--- config.mk ---
export PLATFORM = sky130hd
export DESIGN_NAME = matrix_add_ctrl
export DESIGN_NICKNAME = d
export VERILOG_FILES = /design/src/rtl/matrix_add_ctrl.sv
export SDC_FILE = /design/constraint.sdc
export NUM_CORES = 1
export LEC_CHECK = 0
export CORE_MARGIN = 1.5
export CORE_UTILIZATION = 35
export DETAILED_ROUTE_END_ITERATION = 10
export GPL_TIMING_DRIVEN = 0
export PLACE_DENSITY_LB_ADDON = 0.12
export SYNTH_ARGS = -nofsm -noshare
export SYNTH_HDL_FRONTEND = slang
export SYNTH_SLANG_ARGS = --single-unit
--- constraint.sdc ---
create_clock -name clk -period 2.8 [get_ports clk]
set_clock_uncertainty 0.2 [all_clocks]
set_input_delay 0.42 -clock clk [delete_from_list [all_inputs] [get_ports clk]]
set_output_delay 0.42 -clock clk [all_outputs]
set_load 0.03 [all_outputs]
--- src/rtl/matrix_add_ctrl.sv ---
// matrix_add_ctrl: load/compute/drain sequencer for the external 5x5 int8 matrix adder.
// Define MADD_ELEM_OVF_EN to build per-element overflow detection on out_ovf.
`default_nettype none

module matrix_add_ctrl (
  input  logic         clk,
  input  logic         rst_n,
  input  logic         start,
  input  logic [1:0]   size,
  input  logic         in_valid,
  output logic         in_ready,
  input  logic [7:0]   in_data,
  output logic [199:0] add_a,
  output logic [199:0] add_b,
  output logic [1:0]   add_size,
  input  logic [199:0] add_result,
  input  logic         add_overflow,
  output logic         out_valid,
  input  logic         out_ready,
  output logic [7:0]   out_data,
  output logic         out_last,
  output logic         out_ovf,
  output logic         busy,
  output logic         done,
  output logic         overflow
);

  typedef enum logic [2:0] {
    S_IDLE    = 3'd0,
    S_LOAD_A  = 3'd1,
    S_LOAD_B  = 3'd2,
    S_COMPUTE = 3'd3,
    S_DRAIN   = 3'd4
  } state_t;

  state_t         r_state;
  state_t         w_next;
  logic [1:0]     r_size;
  logic [4:0]     r_idx;
  logic [4:0]     r_k;
  logic [199:0]   r_a;
  logic [199:0]   r_b;
  logic [199:0]   r_res;
  logic           r_ovf;
  logic           r_done;

  logic [4:0]     w_last_idx;
  logic           w_in_hs;
  logic           w_out_hs;
  logic [7:0]     w_idx_lsb;
  logic [7:0]     w_k_lsb;

  // Final element index per size, as a lookup rather than a multiply.
  always_comb begin
    w_last_idx = 5'd3;
    case (r_size)
      2'b00:   w_last_idx = 5'd3;
      2'b01:   w_last_idx = 5'd8;
      2'b10:   w_last_idx = 5'd15;
      default: w_last_idx = 5'd24;
    endcase
  end

  assign in_ready  = (r_state == S_LOAD_A) || (r_state == S_LOAD_B);
  assign out_valid = (r_state == S_DRAIN);
  assign busy      = (r_state != S_IDLE);
  assign done      = r_done;
  assign overflow  = r_ovf;
  assign add_a     = r_a;
  assign add_b     = r_b;
  assign add_size  = r_size;

  assign w_in_hs   = in_valid && in_ready;
  assign w_out_hs  = out_valid && out_ready;
  assign w_idx_lsb = {r_idx, 3'b000};
  assign w_k_lsb   = {r_k, 3'b000};

  // Output element is selected purely by k, so it holds while out_ready is low.
  assign out_data  = r_res[w_k_lsb +: 8];
  assign out_last  = out_valid && (r_k == w_last_idx);

`ifdef MADD_ELEM_OVF_EN
  logic [7:0] w_a_k;
  logic [7:0] w_b_k;
  assign w_a_k   = r_a[w_k_lsb +: 8];
  assign w_b_k   = r_b[w_k_lsb +: 8];
  assign out_ovf = out_valid && (w_a_k[7] == w_b_k[7]) && (out_data[7] != w_a_k[7]);
`else
  assign out_ovf = 1'b0;
`endif

  always_comb begin
    w_next = r_state;
    case (r_state)
      S_IDLE:    if (start) w_next = S_LOAD_A;
      S_LOAD_A:  if (w_in_hs && (r_idx == w_last_idx)) w_next = S_LOAD_B;
      S_LOAD_B:  if (w_in_hs && (r_idx == w_last_idx)) w_next = S_COMPUTE;
      S_COMPUTE: w_next = S_DRAIN;
      S_DRAIN:   if (w_out_hs && (r_k == w_last_idx)) w_next = S_IDLE;
      default:   w_next = S_IDLE;
    endcase
  end

  always_ff @(posedge clk) begin
    if (!rst_n) begin
      r_state <= S_IDLE;
      r_size  <= 2'b00;
      r_idx   <= 5'd0;
      r_k     <= 5'd0;
      r_a     <= '0;
      r_b     <= '0;
      r_res   <= '0;
      r_ovf   <= 1'b0;
      r_done  <= 1'b0;
    end else begin
      r_state <= w_next;
      r_done  <= 1'b0;
      case (r_state)
        S_IDLE: begin
          if (start) begin
            r_size <= size;
            r_idx  <= 5'd0;
            r_k    <= 5'd0;
            r_a    <= '0;
            r_b    <= '0;
            r_res  <= '0;
            r_ovf  <= 1'b0;
          end
        end
        S_LOAD_A: begin
          if (w_in_hs) begin
            r_a[w_idx_lsb +: 8] <= in_data;
            r_idx <= (r_idx == w_last_idx) ? 5'd0 : r_idx + 5'd1;
          end
        end
        S_LOAD_B: begin
          if (w_in_hs) begin
            r_b[w_idx_lsb +: 8] <= in_data;
            r_idx <= (r_idx == w_last_idx) ? 5'd0 : r_idx + 5'd1;
          end
        end
        S_COMPUTE: begin
          r_res <= add_result;
          r_ovf <= add_overflow;
          r_k   <= 5'd0;
        end
        S_DRAIN: begin
          if (w_out_hs) begin
            if (r_k == w_last_idx) begin
              r_k    <= 5'd0;
              r_done <= 1'b1;
            end else begin
              r_k <= r_k + 5'd1;
            end
          end
        end
        default: ;
      endcase
    end
  end

endmodule

`default_nettype wire

======== After elaboration in Yosys (flattened, before gate mapping) ========
Index checks and enable logic that the tools add are counted.
word-level totals
  bits in registers ....................... 617
  input bits .............................. 216
  output and inout port bits .............. 417
  word-level logic and storage cells ...... 78
cells by class
  eq/ne operators ......................... 16
  shift-type cells ........................ 3
  mux-type cells .......................... 24
  $add $sub $neg .......................... 3
  reduce and logical (&&, ||, !) cells .... 23
operators with widths
  kind                      number
  $pmux 200 s2              3
  $mux 200                  3
  $bwmux 200                2
  $shift 8x10->200 const A  1
  $shiftx 200x9->8          1
  $shiftx 8x10->200         1
  $pmux 5 s3                2
  $mux 5                    5
  $pmux 3 s5                1
  $reduce_and 3->1          5
  $mux 3                    4
  $add 5x1->5 const B       2
  $eq 5x5->1                2
  $ne 2x1->1 const B        5
  $neg 8->10                1
  $pmux 5 s2                1
  $reduce_bool 2->1         4
  $eq 3x2->1 const B        2
  $ne 2x2->1 const B        3
  $reduce_bool 3->1         2
  $logic_and 1x1->1         5
  $reduce_and 2->1          2
  $reduce_and 4->1          1
  $eq 3x1->1 const B        1
  other kinds (9)           10

======== Logic depth before layout (Yosys ltp) ========
  depth in word-level cells ............... 6
  depth in mapped cells ................... 13
  mapped depth without buffers ............ 7

======== Least setup slack after synthesis ========
OpenSTA, ideal clock, no wires.
  path type ............................... reg-to-output
  start ................................... register r_k[0]
  end ..................................... output port out_last
  data arrival time ....................... 2,543 ps
  required time ........................... 2,180 ps
  stages on the path, launching flop included .. 7
  path buffers ............................ 3
  slack ................................... -363 ps
  cell sequence ........................... dfxtp_1 buf_2 buf_2 buf_2 a31oi_1 a32o_1 nor4b_1
between the ends
  cells in the longest elaborated chain, start to end .. 2
ends and longest elaborated chain
  element                 line  source
  from (decl)             40    logic [4:0] r_k;
  from (signal assigned)  153   r_k <= r_k + 5'd1;
  $eq 5x5->1              80    assign out_last = out_valid && (r_k == w_last_idx);
  $logic_and 1x1->1       80
  to (decl)               21    output logic out_last,
Every way passes these cells.

======== Final worst setup path ========
  start ................................... register r_k[0]
  end ..................................... output port out_data[7]
between the ends
  cells in the longest elaborated chain, start to end .. 1
ends and longest elaborated chain
  element           line  source
  $shiftx 200x9->8  79    assign out_data = r_res[w_k_lsb +: 8];
  to (decl)         20    output logic [7:0] out_data,
Every way passes these cells.

==> results.py <==
metrics = {
    "clock_tree": {
        "clock_insertion_delay_worst_skew_ns": 0.60,
        "cts_buffer_depth": 3,
        "root_buffer": "clkbuf_16",
        "htree_levels": 3,
        "numCtsBuffers": 68,
        "tritoncts": "built",
        "cts_num_sinks": 617,
        "holdBufCountCts": 0,
        "clkTransAtPathRegs_ns": 0.06,
    },
    "layout": {
        "register_area_um2": 12400,
        "drive_above_1_share_pct": 16.9,
        "final_cells": 3922,
        "multi_input_area_um2": 11400,
        "design_area_um2": 35200,
        "nFillCells": 5863,
        "syn_to_final_growth_pct": 50.0,
        "nets": 3224,
    },
    "power": {
        "p_leak_nw": 12.2,
        "powerDensity_nw_per_um2": 665,
        "clkPwrFrac_pct": 40.1,
        "seqPwrFrac_pct": 38.1,
        "swShare_pct": 30.8,
        "internal_power_w": 0.0162,
        "combPwrFrac_pct": 21.9,
        "vdd_drop_max_mv": 0.421,
        "p_switching_w": 0.00722,
    },
    "synthesis": {
        "synthFlopType": "dfxtp_1",
        "netlist_top_cells_area": "dfxtp_1, a22o_1, a22oi_1",
        "synth_seq_cells": 617,
        "synth-edff-count": 0,
        "ys_async_sr_fraction_pct": 0,
        "synth_top_family_by_area": "compound AO/OA/AOI/OAI gates",
        "syn_area_um2": 23500,
        "muxShareOfSynthArea_pct": 6.38,
        "synth_compound_area_share_pct": 24.4,
        "synth.distinct_cells": 80,
        "synthSimpleGateAreaFrac_pct": 12.2,
        "avgSynthCellArea_um2": 10.5,
        "synthCells": 2240,
        "yosys.area.top_type": "dfxtp_1",
        "synth_top_area_share_pct": 52.6,
        "yosysSeqAreaShare_pct": 52.6,
        "synthXorXnorAreaFrac_pct": 0.480,
        "ys_warn_count": 0,
        "synth_fa_ha_area_share_pct": 0.373,
        "syn_nets": 2463,
    },
    "hold_path": {
        "hold_path_class": "input pin to register",
    },
    "run_status": {
        "status": "finished, violations left",
        "violations": "negative setup slack",
    },
    "worst_setup_path": {
        "critical_path_class": "register to primary output",
        "slowest_delay_ns": 0.55,
        "worstSetupStartpointType": "register",
        "cp-end-kind": "primary output",
        "cp.required_ns": 2.18,
        "cp_top_family": "multiplexers",
        "reg2reg_slack_ns": 0.04,
        "cp_cell_sequence": "buf_12 > clkbuf_16 > mux4_2 > mux2i_4 > o211a_1 > a221oi_2 > buf_4",
        "crit_fanout": 9,
        "critical_path_buf_inv_count": 3,
        "arrival_ns": 2.50,
        "slowest_stage": "mux4_2",
    },
    "placement": {
        "portBuffers": 623,
        "place_area_um2": 30900,
        "dp.cells": 3727,
        "hpwl_um": 76500,
        "gp_congestion": 0.915,
    },
    "sta": {
        "setup_viol": 9,
        "final_max_slew_viol_count": 0,
        "min_period_ns": 3.12,
        "fin_crit_sh_pct": 111,
        "rsz0062_at_grt": "yes",
        "worst_slew_pin_slew_ns": 1.12,
        "layout_setup_ws_ns": -0.320,
        "hold_viol": 0,
        "fmax_mhz": 320,
        "relSlewSlack_pct": 25.2,
    },
    "floorplan": {
        "ios": 633,
        "coreArea_um2": 66100,
        "dieArea_um2": 68600,
        "die_h_um": 262,
        "start_util_pct": 35.5,
        "row_count": 94,
        "die_x_um": 262,
    },
    "routing": {
        "viasPerCell": 5.72,
        "drc": 0,
        "postRouteAntennaNets": 0,
        "wl_per_cell_um": 26.1,
        "num_vias": 22442,
        "postRouteWirelength_um": 102000,
        "first_iter_violations": 1954,
        "dr.pass1.iters": 6,
    },
    "global_route": {
        "grt.total_usage_pct": 28.5,
        "grt_pass1_wl_um": 146000,
        "grt_pass1_vias": 21773,
        "antenna_found_initial": 9,
        "overflow": 0,
        "grt_max_degree": 15,
    },
    "run": {
        "maxCapViolCount": 0,
    },
}
==> flip-flops by register name, summed over array words and instances, names as in the netlist, 2 cells and up <==
name      count
add_a       200
r_idx         5
r_res       200
add_b       200
r_state       3
add_size      2
r_k           5
==> cell type report <==
type | count | share of cell area, %
clock buffers | 88 | 5.48
multi-input cells | 1426 | 32.4
plain buffers | 177 | 2.86
flip-flops and latches | 617 | 35.1
well taps | 864 | 3.07
clock inverters | 35 | 1.17
inverters | 10 | 0.142
repair buffers | 701 | 19.7
diodes | 4 | 0.0284
==> power by group through the flow <==
| stage | Sequential [W] | Combinational (W) | Clock (W) |
|---|---|---|---|
| 3_5_place_dp | 0.00910 | 0.00388 | 0 |
| 3_3_place_gp | 0.00910 | 0.00383 | 0 |
| 2_1_floorplan | 0.00912 | 0.00229 | 0 |
| 5_1_grt | 0.00892 | 0.00535 | 0.00989 |
| 6_report | 0.00892 | 0.00512 | 0.00939 |
| 4_1_cts | 0.00891 | 0.00476 | 0.00949 |
==> cell families after synthesis <==
group                    Yosys count
AO/OA/AOI/OAI                    706
XOR/XNOR                          12
adder cells (fa/ha/maj)            7
buffers and inverters            197
flip-flops                       617
multiplexers                      88
other                              1
AND/OR/NAND/NOR                  612
==> cell usage after synthesis, types with 5 or more instances <==
cell       number
dfxtp_1       617
nor2_1        298
a22oi_1       217
a22o_1        192
clkbuf_1      133
nand3_1        81
nand2_1        74
o2bb2ai_1      71
mux4_2         48
a32o_1         41
a21oi_1        39
nor3_1         37
buf_2          36
mux2i_1        35
nand4_1        29
o31ai_1        26
o21ai_0        21
or2_2          16
nand2b_1       13
o21ai_1        13
o221ai_1       12
buf_1          10
and2_1          9
inv_1           9
o311ai_0        9
xnor2_1         9
a221oi_1        8
o211a_1         8
o22a_1          8
a21oi_2         7
buf_4           7
ha_1            7
a41oi_1         5
nor2b_1         5
or3_1           5
==> repair_timing <==
item / CTS / global route
cloned: 0 / 3
setup buffers: 65 / 10
gates resized for setup: 305 / 75
setup endpoints to repair: 552 / 529
pin swaps: 44 / 16
==> metrics by stage <==
step | hold slack [ns] | total power (W) | utilization, % | TNS (ns) | setup WS, ns
3_3_place_gp | 0.238 | 0.0129 | 46.8 | -290.54 | -1.16
4_1_cts | 0.0747 | 0.0232 | 52.7 | -3.43 | -0.421
6_report | 0.0883 | 0.0234 | 53.3 | -2.65 | -0.320
5_1_grt | 0.0803 | 0.0242 | 53.3 | -3.51 | -0.395
2_1_floorplan | 0.271 | 0.0114 | - | 0 | 0.0186
3_5_place_dp | 0.246 | 0.0130 | 46.8 | -314.92 | -1.18
==> layer usage <==
metal,GRT usage (%),part of all wire [%],up-vias
met5,0,0.055,-
met4,11.9,4.2,8
met2,50.1,50,987
met1,34.0,39,11171
li1,-,-,10058
met3,5.26,6.7,218
==> layout by cell type (no fill, tap or decap), types with 29 or more instances in the layout <==
master and n:
clkbuf_1 111, buf_4 90, clkbuf_16 74, nor2_1 273
nand2_1 67, a21oi_1 30, nand4_1 29, a22oi_1 217
a22o_1 191, a32o_1 40, clkdlybuf4s50_1 611, mux4_2 48
dfxtp_1 613, o2bb2ai_1 71, nand3_1 78
==> final timing paths <==
check | start | to | cells past startpoint
worst max-delay path | r_k[0]$_SDFFE_PN0P_ | out_data[7] | 7
worst min-delay path | in_data[3] | add_b[99]$_SDFFE_PN0P_ | 2
worst max register to register | r_idx[0]$_SDFFE_PN0P_ | add_b[197]$_SDFFE_PN0P_ | 10
worst min register to register | add_b[187]$_SDFFE_PN0P_ | add_b[187]$_SDFFE_PN0P_ | 2
No activity file was read; power rests on OpenSTA's default activity.
